<file path="src/rtl/decode_stage.sv">
// Registered RV32I ALU decode stage with valid/ready handshake and a one-entry skid buffer.
// Optional `DECODE_STATS_EN adds saturating transfer and illegal-instruction counters.
module decode_stage #(
  parameter int XLEN       = 32,
  parameter int REG_ADDR_W = 5,
  parameter int ALU_CTRL_W = 4
) (
  input  logic                  clk,
  input  logic                  reset,
  input  logic                  in_valid,
  output logic                  in_ready,
  input  logic [31:0]           in_instr,
  output logic                  out_valid,
  input  logic                  out_ready,
  output logic [ALU_CTRL_W-1:0] alu_control,
  output logic                  regwrite_control,
  output logic                  alu_src_imm,
  output logic [REG_ADDR_W-1:0] rd,
  output logic [REG_ADDR_W-1:0] rs1,
  output logic [REG_ADDR_W-1:0] rs2,
  output logic [XLEN-1:0]       imm,
  output logic                  illegal
`ifdef DECODE_STATS_EN
  ,
  output logic [31:0]           stat_decoded,
  output logic [31:0]           stat_illegal
`endif
);

  typedef struct packed {
    logic [ALU_CTRL_W-1:0] alu;
    logic                  regwrite;
    logic                  src_imm;
    logic [REG_ADDR_W-1:0] rd;
    logic [REG_ADDR_W-1:0] rs1;
    logic [REG_ADDR_W-1:0] rs2;
    logic [XLEN-1:0]       imm;
    logic                  illegal;
  } bundle_t;

  localparam logic [6:0] OP_R = 7'b0110011;
  localparam logic [6:0] OP_I = 7'b0010011;

  function automatic bundle_t decode(input logic [31:0] instr);
    bundle_t            b;
    logic [6:0]         op;
    logic [6:0]         f7;
    logic [2:0]         f3;
    logic               is_r;
    logic               is_i;
    logic               bad_f7;
    logic [3:0]         code;
    logic signed [11:0] imm12;
    op     = instr[6:0];
    f3     = instr[14:12];
    f7     = instr[31:25];
    is_r   = (op == OP_R);
    is_i   = (op == OP_I);
    imm12  = instr[31:20];
    bad_f7 = 1'b0;
    code   = 4'b0000;
    case (f3)
      3'd0: begin
        code   = (is_r && f7 == 7'h20) ? 4'b0100 : 4'b0010;
        bad_f7 = is_r && (f7 != 7'h00) && (f7 != 7'h20);
      end
      3'd1: begin
        code   = 4'b0011;
        bad_f7 = is_i && (f7 != 7'h00);
      end
      3'd2: code = 4'b1000;
      3'd3: code = 4'b1001;
      3'd4: code = 4'b0111;
      3'd5: begin
        code   = (f7 == 7'h20) ? 4'b1010 : 4'b0101;
        bad_f7 = (f7 != 7'h00) && (f7 != 7'h20);
      end
      3'd6: code = 4'b0001;
      default: code = 4'b0000;
    endcase
    b     = '0;
    b.rd  = REG_ADDR_W'(instr[11:7]);
    b.rs1 = REG_ADDR_W'(instr[19:15]);
    b.rs2 = REG_ADDR_W'(instr[24:20]);
    if (!(is_r || is_i) || bad_f7) begin
      b.illegal = 1'b1;
    end else begin
      b.alu      = ALU_CTRL_W'(code);
      b.regwrite = 1'b1;
      if (is_i) begin
        b.src_imm = 1'b1;
        b.rs2     = '0;
        // Shift immediates carry only the shift amount, never a sign.
        if (f3 == 3'd1 || f3 == 3'd5) b.imm = XLEN'(instr[24:20]);
        else                          b.imm = XLEN'(imm12);
      end
    end
    return b;
  endfunction

  bundle_t dec_p0;
  bundle_t out_p1;
  bundle_t skid_p1;
  logic    skid_full;
  logic    accept;
  logic    drain;

  // Stage 0: combinational decode of the incoming word
  assign dec_p0   = decode(in_instr);
  assign in_ready = !skid_full;
  assign accept   = in_valid && !skid_full;
  assign drain    = out_valid && out_ready;

  // Stage 1: output register plus skid entry; skid always holds the younger bundle
  always_ff @(posedge clk or posedge reset) begin
    if (reset) begin
      out_valid <= 1'b0;
      out_p1    <= '0;
      skid_full <= 1'b0;
    end else if (skid_full) begin
      if (out_ready) begin
        out_p1    <= skid_p1;
        skid_full <= 1'b0;
      end
    end else if (accept) begin
      if (!out_valid || out_ready) begin
        out_p1    <= dec_p0;
        out_valid <= 1'b1;
      end else begin
        skid_full <= 1'b1;
      end
    end else if (out_ready) begin
      out_valid <= 1'b0;
    end
  end

  always_ff @(posedge clk) begin
    if (accept && out_valid && !out_ready) skid_p1 <= dec_p0;
  end

  assign alu_control      = out_p1.alu;
  assign regwrite_control = out_p1.regwrite;
  assign alu_src_imm      = out_p1.src_imm;
  assign rd               = out_p1.rd;
  assign rs1              = out_p1.rs1;
  assign rs2              = out_p1.rs2;
  assign imm              = out_p1.imm;
  assign illegal          = out_p1.illegal;

`ifdef DECODE_STATS_EN
  always_ff @(posedge clk or posedge reset) begin
    if (reset) begin
      stat_decoded <= '0;
      stat_illegal <= '0;
    end else if (drain) begin
      if (stat_decoded != 32'hFFFF_FFFF) stat_decoded <= stat_decoded + 32'd1;
      if (out_p1.illegal && stat_illegal != 32'hFFFF_FFFF) stat_illegal <= stat_illegal + 32'd1;
    end
  end
`else
  logic unused_drain;
  assign unused_drain = drain;
`endif

endmodule

</file>
<file path="config.mk">
export PLATFORM = sky130hd
export DESIGN_NAME = decode_stage
export DESIGN_NICKNAME = d
export VERILOG_FILES = /design/src/rtl/decode_stage.sv
export SDC_FILE = /design/constraint.sdc
export NUM_CORES = 1
export LEC_CHECK = 0
export CAP_MARGIN = 5
export CORE_MARGIN = 1.5
export CORE_UTILIZATION = 48
export DETAILED_ROUTE_END_ITERATION = 6
export PLACE_DENSITY = 0.82
export SLEW_MARGIN = 40
export SYNTH_ARGS = -nofsm -noshare
export SYNTH_HDL_FRONTEND = slang
export SYNTH_SLANG_ARGS = --single-unit
</file>
<file path="constraint.sdc">
create_clock -name clk -period 2.1 [get_ports clk]
set_input_delay 0.315 -clock clk [delete_from_list [all_inputs] [get_ports clk]]
set_output_delay 0.315 -clock clk [all_outputs]
set_load 0.01 [all_outputs]
</file>
[After elaboration in Yosys (flattened, before gate mapping)]
Cells that the tools add are included.
Operators by class
  equal/unequal tests: 12
  multiplexer cells: 21
  bitwise operators: 1
  reduce and logical (&&, ||, !) cells: 23
Operators by type and width (number)
  54-bit two-way mux: 4
  37-bit two-way mux: 2
  32-bit two-way mux: 1
  4-bit one-hot mux with 7 select lines: 1
  7-bit by 6-bit equality test with 1-bit output, second input constant: 2
  3-bit equality test, second input constant: 3
  1-bit two-way mux: 9
  1-bit logical AND: 8
  7-bit by 5-bit equality test with 1-bit output, second input constant: 1
  7-bit by 6-bit != test with 1-bit output, second input constant: 1
  7-bit nonzero test: 1
  3-bit by 2-bit equality test with 1-bit output, second input constant: 2
  6-bit two-way mux: 1
  3-bit AND reduction: 2
  2-bit nonzero test: 3
  1-bit zero test: 4
  1-bit logical OR: 4
  4-bit two-way mux: 1
  3-bit by 1-bit equality test with 1-bit output, second input constant: 1
  3-bit zero test: 1
  3-bit two-way mux: 1
  1-bit one-hot mux with 3 select lines: 1
  2-bit by 1-bit != test with 1-bit output, second input constant: 1
  2-bit != test, second input constant: 1
  1-bit inverter: 1
Storage, ports and cells
  flip-flop bits (word level): 110
  input port bits: 36
  logic and storage cells: 75

[Logic depth before layout (Yosys ltp)]
  word-level depth: 9
  gate-level depth with buffers: 7
  depth with buffers taken out: 6

[Worst setup path after synthesis]
OpenSTA, ideal clock, no wires.
  kind: reg-to-reg
  from: reg skid_full
  to: reg skid_p1[0] (netlist name), enable pin
  library setup time: 0.394 ns
  arrival: 1.459 ns
  setup slack: 0.246 ns
  cell stages (with the launch flop): 4
  path buffers: 1
  clock period less this slack: 1.854 ns
  cells stage by stage: dfrtp_1 -> clkbuf_1 -> inv_1 -> and4_1
On the way
  word-level cells in the longest chain between the ends: 4
RTL lines
  start: declaration: line 104  | logic skid_full;
  start signal: assignment: line 119  | skid_full <= 1'b0;
  start signal: assignment: line 123  | skid_full <= 1'b0;
  start signal: assignment: line 130  | skid_full <= 1'b1;
  1-bit zero test: line 111  | assign accept = in_valid && !skid_full;
  1-bit logical AND: line 111
  1-bit logical AND (2 in series): line 138  | if (accept && out_valid && !out_ready) skid_p1 <= dec_p0;
  end signal: assignment: line 138
  end: declaration: line 103  | bundle_t skid_p1;
No other way between the ends.
A chain may end at the register's enable or synchronous reset.

==> metrics.csv <==
stage,metric,value,unit
timing,final hold vios,0,
timing,Max Freq,0.525,GHz
synthesis,yosys warns,0,
setup_path,Critical-path top delay cell,clkdlybuf4s50_1,
finish,most frequent cells in the layout,"91 x clkdlybuf4s50_1, 40 x nand3_1, 35 x dfrtp_1",
clock_tree,Num CTS Buffers,9,
timing,Setup Skew,0.00740,ns
synthesis,Post-Syn Area,3210,um2
finish,register area,1920,um2
synthesis,Synth area leaders,"edfxtp_1 32%, dfrtp_1 28%, nand3_1 6.2%",
setup_path,Worst path max stage delay,0.47,ns
floorplanning,Die Span X,84.8,um
timing,Slew Limit Fails,0,
setup_path,kind of critical path,primary input to register,
power,Pleak,1.75,nW
synthesis,post-synth top area cell,edfxtp_1,
finish,fillcell total,486,
synthesis,number of synthesized flops with an enable pin,34,
finish,fin nets,420,
detailed_routing,WL per Instance,15.8,um
timing,Slew headroom,67.2,%
clock_tree,clock latency on the worst-skew pair,0.34,ns
finish,"most common cell after layout, fill and taps aside",clkdlybuf4s50_1,
global_routing,GRT overflow,0,
floorplanning,Die ar.,7190,um2
setup_path,Setup crit start kind,primary input,
place,gp weighted congestion,0.828,
detailed_routing,1st-pass router iterations,7,
setup_path,Worst Setup End Kind,register,
finish,post-layout util,68.6,%
power,Peak VDD IR,0.384,mV
clock_tree,"CTS clk-pin slew, worst paths",0.07,ns
timing,RSZ-0062 raised after global routing,no,
clock_tree,clk sinks,70,
synthesis,synth unique cells,41,
clock_tree,maximum root-to-sink buffer count,2,
hold_path,Hold WC Path Type,primary input to async pin,
detailed_routing,DRC viols,8,
setup_path,worst path arrival time,2.12,ns
place,detailed placement HPWL,5240,um
floorplanning,Die Ht,84.8,um
setup_path,R2R cell count,5,
detailed_routing,vias per cell,5.43,
synthesis,sequential area share after synthesis,59.9,%
global_routing,initial antenna violation count,0,
run,maxcap violations,0,
detailed_routing,DRT iter0 DRCs,166,
detailed_routing,routed via count,2529,
synthesis,Cells after Synth,290,
timing,crit share post-route,90.7,%
finish,share of cells above drive strength 1,13.9,%
setup_path,worst-path fanout max,12,
floorplanning,I/O pins,92,
setup_path,Crit path required time,2.31,ns
clock_tree,clk root buf,clkbuf_8,
finish,area grow syn2layout,37.3,%
synthesis,#FFs+latches synth,70,
setup_path,RR Startpoint,skid_full$_DFF_PP0_,
place,Port Buf Inserts,91,
power,PwrDens,905,nW/um2
run_status,outcome,"complete, but fails checks",
timing,Worst Max-Slew Pin Slew,0.492,ns
global_routing,first-pass GRT wire length,11800,um
setup_path,reg2reg setup slack,0.46,ns
setup_path,CP cell instances,clkdlybuf4s50_1 -> nor4_4 -> nand3_1 -> a211o_1 -> inv_2 -> and2_1,
setup_path,worst reg2reg path endpoint,imm[10]$_DFFE_PP0P_,
detailed_routing,Post-DRT Antenna Nets,0,
synthesis,syn nets,326,
synthesis,post-synth top area share,31.8,%
timing,TNS Setup,0,ns
synthesis,ys async rst share,51.4,%
clock_tree,htree depth,3,
global_routing,largest net degree at the start of global routing,37,
run_status,failing checks,DRC,
floorplanning,initial core utilization,50.0,%
floorplanning,row cnt,29,
timing,Final setup viols,0,
detailed_routing,Routed WL,7360,um
clock_tree,"Hold-fix buffers, CTS",0,
finish,multi-input gate area in the final layout,1060,um2
timing,Final min period,1.91,ns
floorplanning,core area,6420,um2
global_routing,Total GRT Usage,21.4,%
finish,diode count,0,
global_routing,vias in the first global route,2383,
synthesis,Synth Flop Type,dfrtp_1,
synthesis,post-synthesis average cell area,11.1,um2
clock_tree,CTS tree,built,
-- routing by layer --
layer | vias up | track usage, % | routed length [um] | share of wire [%]
met4 | 0 | 8.20 | 146 | 2.0
met1 | 1213 | 27.7 | 3070 | 42
li1 | 1202 | - | - | -
met5 | - | 0 | 0 | 0
met3 | 14 | 5.60 | 489 | 6.6
met2 | 100 | 34.6 | 3650 | 50
-- how the worst max path moves through the flow --
stage | startpoint | endpoint | slack [ns] | cells past startpoint
finish | in_instr[31] | skid_p1[4]$_DFFE_PP_ | 0.19 | 6
global route | in_instr[31] | alu_src_imm$_DFFE_PP0P_ | 0.08 | 7
CTS | imm[30]$_DFFE_PP0P_ | imm[23] | 0.06 | 1
detailed placement | in_instr[31] | skid_p1[4]$_DFFE_PP_ | -0.15 | 6
global placement | in_instr[31] | skid_p1[2]$_DFFE_PP_ | -0.06 | 6
floorplan | skid_full$_DFF_PP0_ | skid_p1[0]$_DFFE_PP_ | 0.25 | 3
-- Yosys cell counts, types with 2 or more instances --
library cell and instances:
and2_1 17, nor3_1 2, nor2_1 18, inv_1 7, nand2_1 23, a21oi_1 22, buf_2 3, clkbuf_1 13
o21ai_0 13, buf_4 20, mux2i_1 10, nand2b_1 3, and3_1 3, edfxtp_1 34, a221o_1 2, nand3_1 40
dfrtp_1 36
-- through the flow --
stage               instance area (um2)  setup WS [ns]  total power [mW]  instances  hold slack, ns
floorplan                          3210          0.246              2.41        290           0.414
global placement                   4240        -0.0649              3.04        450           0.460
detailed placement                 4240         -0.147              3.08        450           0.470
CTS                                4410         0.0557              4.01        466           0.392
global route                       4410         0.0847              4.18        466           0.421
finish                             4410          0.194              3.99        466           0.381
-- repair_timing --
item / 4_1_cts / 5_1_grt
buffers inserted: 0 / 0
gates resized for setup: 0 / 1
endpoints found under the setup margin: 0 / 21
-- power by group --
part	internal, mW	switching [mW]
clock network	0.449	0.488
logic	0.704	0.553
registers	1.65	0.143
-- logic make-up (layout without fill, tap and decap cells) --
kind of cell,count (synthesis),count (layout),share of synthesized area [%]
AO/OA/AOI/OAI,52,52,10.5
buffers and inverters,44,143,7.60
flip-flops,70,70,59.9
multiplexers,10,10,3.12
AND/OR/NAND/NOR,114,114,18.9
-- registers in the layout, summed over array words and instances (netlist names), 4 cells and up --
signal       count
skid_p1         34
imm             12
alu_control      4
rs2              5
rd               5
rs1              5
-- worst max-delay path, delay by kind of cell --
kind	cells	cell delay (ns)
AO/OA/AOI/OAI	1	0.42
buffers and inverters	2	0.69
AND/OR/NAND/NOR	3	0.70
-- area by class of cell --
class | count | area share [%]
flip-flops and latches | 70 | 43.6
repair buffers | 119 | 25.7
multi-input cells | 176 | 24.0
clock buffers | 11 | 3.21
well taps | 77 | 2.19
inverters | 8 | 0.681
clock inverters | 5 | 0.568
(Power assumes the default switching activity.)
==> RTL change 1, RTL diff (same settings) <==
Add a define of `DECODE_STATS_EN`.
--- a/src/rtl/decode_stage.sv
+++ b/src/rtl/decode_stage.sv
@@ -1,4 +1,6 @@
 // Registered RV32I ALU decode stage with valid/ready handshake and a one-entry skid buffer.
 // Optional `DECODE_STATS_EN adds saturating transfer and illegal-instruction counters.
+`define DECODE_STATS_EN
+
 module decode_stage #(
   parameter int XLEN       = 32,
Behaviour (old outputs only; new: stat_decoded and stat_illegal): unchanged (equiv_simple and equiv_induct, registers matched by name and starting in step).
==> RTL change 1 against the original RTL <==
The run now ends clean. Utilization up 0.52 points. Sequential share of layout area fell by 4.8 points. Synthesized area up 100%. Via count is 110% higher. Register-to-register slack lost 0.31 ns. Cell area up 110%. Cell count is 110% higher. Critical path depth grew 1. Wire length rose by 120%. Setup slack got worse by 0.10 ns. Sequential cell count up 64. Total power is 110% higher. Combinational power up 53%. Largest power group is now the clock network.
==> RTL change 1: results (changes against the original RTL) <==
| Metric | Value |
|---|---|
| Tot GR Track Use | `0.237 (+0.0229)` |
| Crit path capture | `alu_src_imm` |
| Vias/cell | `5.54 (+2.1%)` |
| Async SR Flop Fraction | `0.746 (+0.232)` |
| Syn_nets | `627 (+92%)` |
| Clk_lat worst skew | `0.42 ns (+0.08 ns)` |
| Leak | `3.83 nW (+120%)` |
| Worst-path maximum fanout | `6 (-6)` |
| Iteration-0 DRC Markers | `430 (+160%)` |
| Signal buffers | `208 (+75%)` |
| Worst Tran Pin Value | `0.736 ns (+0.244 ns)` |
| Post-Syn Area | `6430 um2 (+100%)` |
| Clock buffers | `27 (+16)` |
| WL met2 | `8300 um (+130%)` |
| Synth-to-layout area growth | `41.2%` |
| Status | `finished clean` |
| WHS | `0.281 ns (-0.0993 ns)` |
| Signal buf overhead | `0.219 (-0.0385)` |
| Clock tree root buffer cell | `clkbuf_16` |
| WP data arrival | `2.37 ns (+0.25 ns)` |
| Clk cell area share | `0.0745 (+0.0368)` |
| Fillers | `922 (+90%)` |
| M2 GR Usage | `0.398 (+0.0517)` |
| R2R Setup Slk | `0.15 ns (-0.31 ns)` |
| Synth Area in XOR/XNOR | `0.0844 (+0.0844)` |
| Cts bufs inserted | `17 (+8)` |
| Pin count of the biggest net entering global routing | `40 (+8.1%)` |
| Critical R2R Launch | `stat_decoded[12]` |
| Nets | `810 (+93%)` |
| Adder-Cell Fraction of Synth Area | `0.00389 (+0.00389)` |
| DR vias | `5327 (+110%)` |
| Worst vdd ir | `0.560 mV (+46%)` |
| Seq/Total Area, Yosys | `0.548 (-0.0510)` |
| H-Tree Depth | `4 (+1)` |
| #FFs+latches synth | `134 (+91%)` |
| Yosys cell types | `65 (+59%)` |
| # port buffers | `155 (+70%)` |
| Invs w/o clock | `14 (+6)` |
| Pint | `0.00627 W (+120%)` |
| Synth top area cells | `dfrtp_1 39%, edfxtp_1 16%, xnor2_1 4.8%` |
| Hpwl dp | `11300 um (+120%)` |
| Compound-Gate Fraction of Synth Area | `0.0802 (-0.0251)` |
| Final period util | `0.955 (+0.0478)` |
| Fraction of area in multi-input gates | `0.288 (+0.0481)` |
| Post-synthesis mux area share | `0.0191 (-0.0121)` |
| Placed Area | `8390 um2 (+98%)` |
-- RTL change 1: cell count changes in the layout (fill, tap and decap cells not counted), moves of 20 or more --
cell,before,now
buf_4,27,50
clkbuf_16,0,20
clkdlybuf4s50_1,91,155
dfrtp_1,35,98
nand2_1,23,47
nand4_1,0,26
nor2_1,18,39
xnor2_1,0,35
xor2_1,0,27
-- RTL change 1: critical path: stages --
cell	delay [ns]
clkdlybuf4s50_1	0.45
or4_4	0.59
a211oi_2	0.25
nor3_2	0.13
buf_4	0.18
o31ai_1	0.29
o21a_1	0.16
-- RTL change 1: power by group through the flow --
stage          clock network [W]  logic (W)  registers (W)
6_report                 0.00332    0.00193        0.00329
5_1_grt                  0.00345    0.00205        0.00334
4_1_cts                  0.00335    0.00193        0.00329
3_5_place_dp                   0    0.00192        0.00333
3_3_place_gp                   0    0.00186        0.00330
2_1_floorplan                  0   0.000808        0.00340
==> RTL change 2, RTL diff (config.mk and constraints unchanged) <==
Without the edit above. Change the parameter `ALU_CTRL_W` from 4 to 5.
--- a/src/rtl/decode_stage.sv
+++ b/src/rtl/decode_stage.sv
@@ -4,5 +4,5 @@
   parameter int XLEN       = 32,
   parameter int REG_ADDR_W = 5,
-  parameter int ALU_CTRL_W = 4
+  parameter int ALU_CTRL_W = 5
 ) (
   input  logic                  clk,
Interface: changed (resized alu_control); port bits go from 92 to 93. The function was not compared with the original's and may differ.
==> RTL change 2 against the original RTL <==
Cell area grew 0.43%. Total power down 5.9%. Wire length down 1.4%. Sequential cell count unchanged. Clock skew grew 0.00096 ns. Synthesized area increased by 3.4%. Sequential share of layout area shrank 0.18 points. Critical endpoint is now skid_p1[50]. Die area grew 3.2%. Setup slack lost 0.033 ns. Largest cell class unchanged.
==> RTL change 2: results (changes against the original RTL) <==
| Metric | Value |
|---|---|
| # setup viols final | `0 (unchanged)` |
| Cts bufs inserted | `9 (unchanged)` |
| WL final | `7260 um (-1.4%)` |
| Worst vdd ir | `0.395 mV (+3.0%)` |
| Mean Syn Cell Area | `11.0 um2 (-0.75%)` |
| WP data arrival | `2.02 ns (-0.10 ns)` |
| Clock tree root buffer cell | `clkbuf_8` |
| Routability cong. | `0.934 (+13%)` |
| Maximum buffer depth of the clock tree | `2 (unchanged)` |
| Wire length on met3 | `391 um (-20%)` |
| R2R depth | `4 (-1)` |
| Yosys cell types | `47 (+15%)` |
| Synth warnings | `0 (unchanged)` |
| Synth top area cells | `edfxtp_1 31%, dfrtp_1 27%, a21oi_1 5.0%` |
| Initial antenna violation count | `0 (unchanged)` |
| Global-route wire length before repair | `11700 um (-1.3%)` |
| Iteration-0 DRC Markers | `178 (+7.2%)` |
| Max Cap Viol | `0 (unchanged)` |
| Max reg flops | `34 (unchanged)` |
| Met3 Track Usage GR | `0.0318 (-0.0243)` |
| Vias in the first global route | `2382 (-0.042%)` |
| Fillers | `500 (+2.9%)` |
| Nets | `423 (+0.71%)` |
| Clk_skew | `0.00837 ns (+0.000965 ns)` |
| M2 GR Usage | `0.344 (-0.00187)` |
| H-Tree Depth | `3 (unchanged)` |
| Async SR Flop Fraction | `0.514 (unchanged)` |
| Placed Instances | `456 (+1.3%)` |
| Worst hold path type | `in -> async` |
| Met1 Wirelength | `3020 um (-1.6%)` |
| Met1 usage | `0.266 (-0.0107)` |
| Tot GR Track Use | `0.206 (-0.00799)` |
| Post-synth EDFFs | `34 (unchanged)` |
| Ant diodes | `0 (unchanged)` |
| Worst-path maximum fanout | `12 (unchanged)` |
| WL met2 | `3750 um (+2.5%)` |
| Status | `finished clean` |
| Leak | `1.80 nW (+2.9%)` |
| R2R Setup Slk | `0.54 ns (+0.08 ns)` |
| First-pass DRT Iterations | `4 (-3)` |
| Vias/cell | `5.36 (-1.3%)` |
| Seq/Total Area, Yosys | `0.579 (-0.0194)` |
| Hpwl dp | `5200 um (-0.72%)` |
| Max Slew Vio Count | `0 (unchanged)` |
| # port buffers | `91 (unchanged)` |
| Syn_nets | `338 (+3.7%)` |
| Cts repair resizes | `0 (unchanged)` |
| Non-Filler Instances | `472 (+1.3%)` |
| Clk_lat worst skew | `between 0.3 and 0.4 ns` |
| Top cells by count, synth | `36 x dfrtp_1, 34 x edfxtp_1, 33 x a21oi_1` |
| Layout cells sized above 1 | `0.110 (-0.0291)` |
==> RTL change 2: layout make-up <==
class                   count  share of cell area
inverters                  14              0.0119
well taps                  80              0.0226
repair buffers            112               0.244
clock buffers              15              0.0353
clock inverters             1             0.00113
multi-input cells         180               0.250
flip-flops and latches     70               0.435
==> RTL change 2: cell families after synthesis <==
family,synth area share
and+or+nand+nor,0.159
AOI/OAI and AO/OA,0.139
DFF,0.579
buffers and inverters,0.0886
muxes,0.0302
xor gates and xnor gates,0.00264
other,0.00113
==> RTL change 2: worst paths after layout <==
path / from / end
worst max-delay path: in_instr[1] / skid_p1[50]
worst min-delay path: reset / rd[0]
worst max register to register: out_valid / alu_control[1]
worst min register to register: rs1[1] / rs1[1]
max in group asynchronous: reset / imm[30]
min in group clk: rs1[1] / rs1[1]
==> RTL change 2: critical path: stages <==
cell and delay (ns):
clkdlybuf4s50_1 0.52, nand4bb_4 0.16, o41a_1 0.45, o311ai_2 0.27, buf_4 0.24, nor2_1 0.07
==> RTL change 2: where the power goes <==
| part | leakage, nW | switching [W] | internal (W) |
|---|---|---|---|
| Sequential | 0.753 | 0.000115 | 0.00164 |
| Clock | 0.0817 | 0.000447 | 0.000462 |
| Combinational | 0.962 | 0.000490 | 0.000597 |
| Total | 1.80 | 0.00105 | 0.00270 |
==> RTL change 2: through the flow <==
stage	setup WS, ns	power, W	area [um2]	hold slack, ns	setup TNS (ns)
global placement	-0.0733	0.00284	4260	0.461	-0.395
detailed placement	-0.192	0.00287	4260	0.470	-1.66
global route	0.105	0.00393	4430	0.451	0
finish	0.161	0.00375	4430	0.407	0
floorplan	0.128	0.00230	3320	0.414	0
CTS	0.0581	0.00377	4420	0.412	0
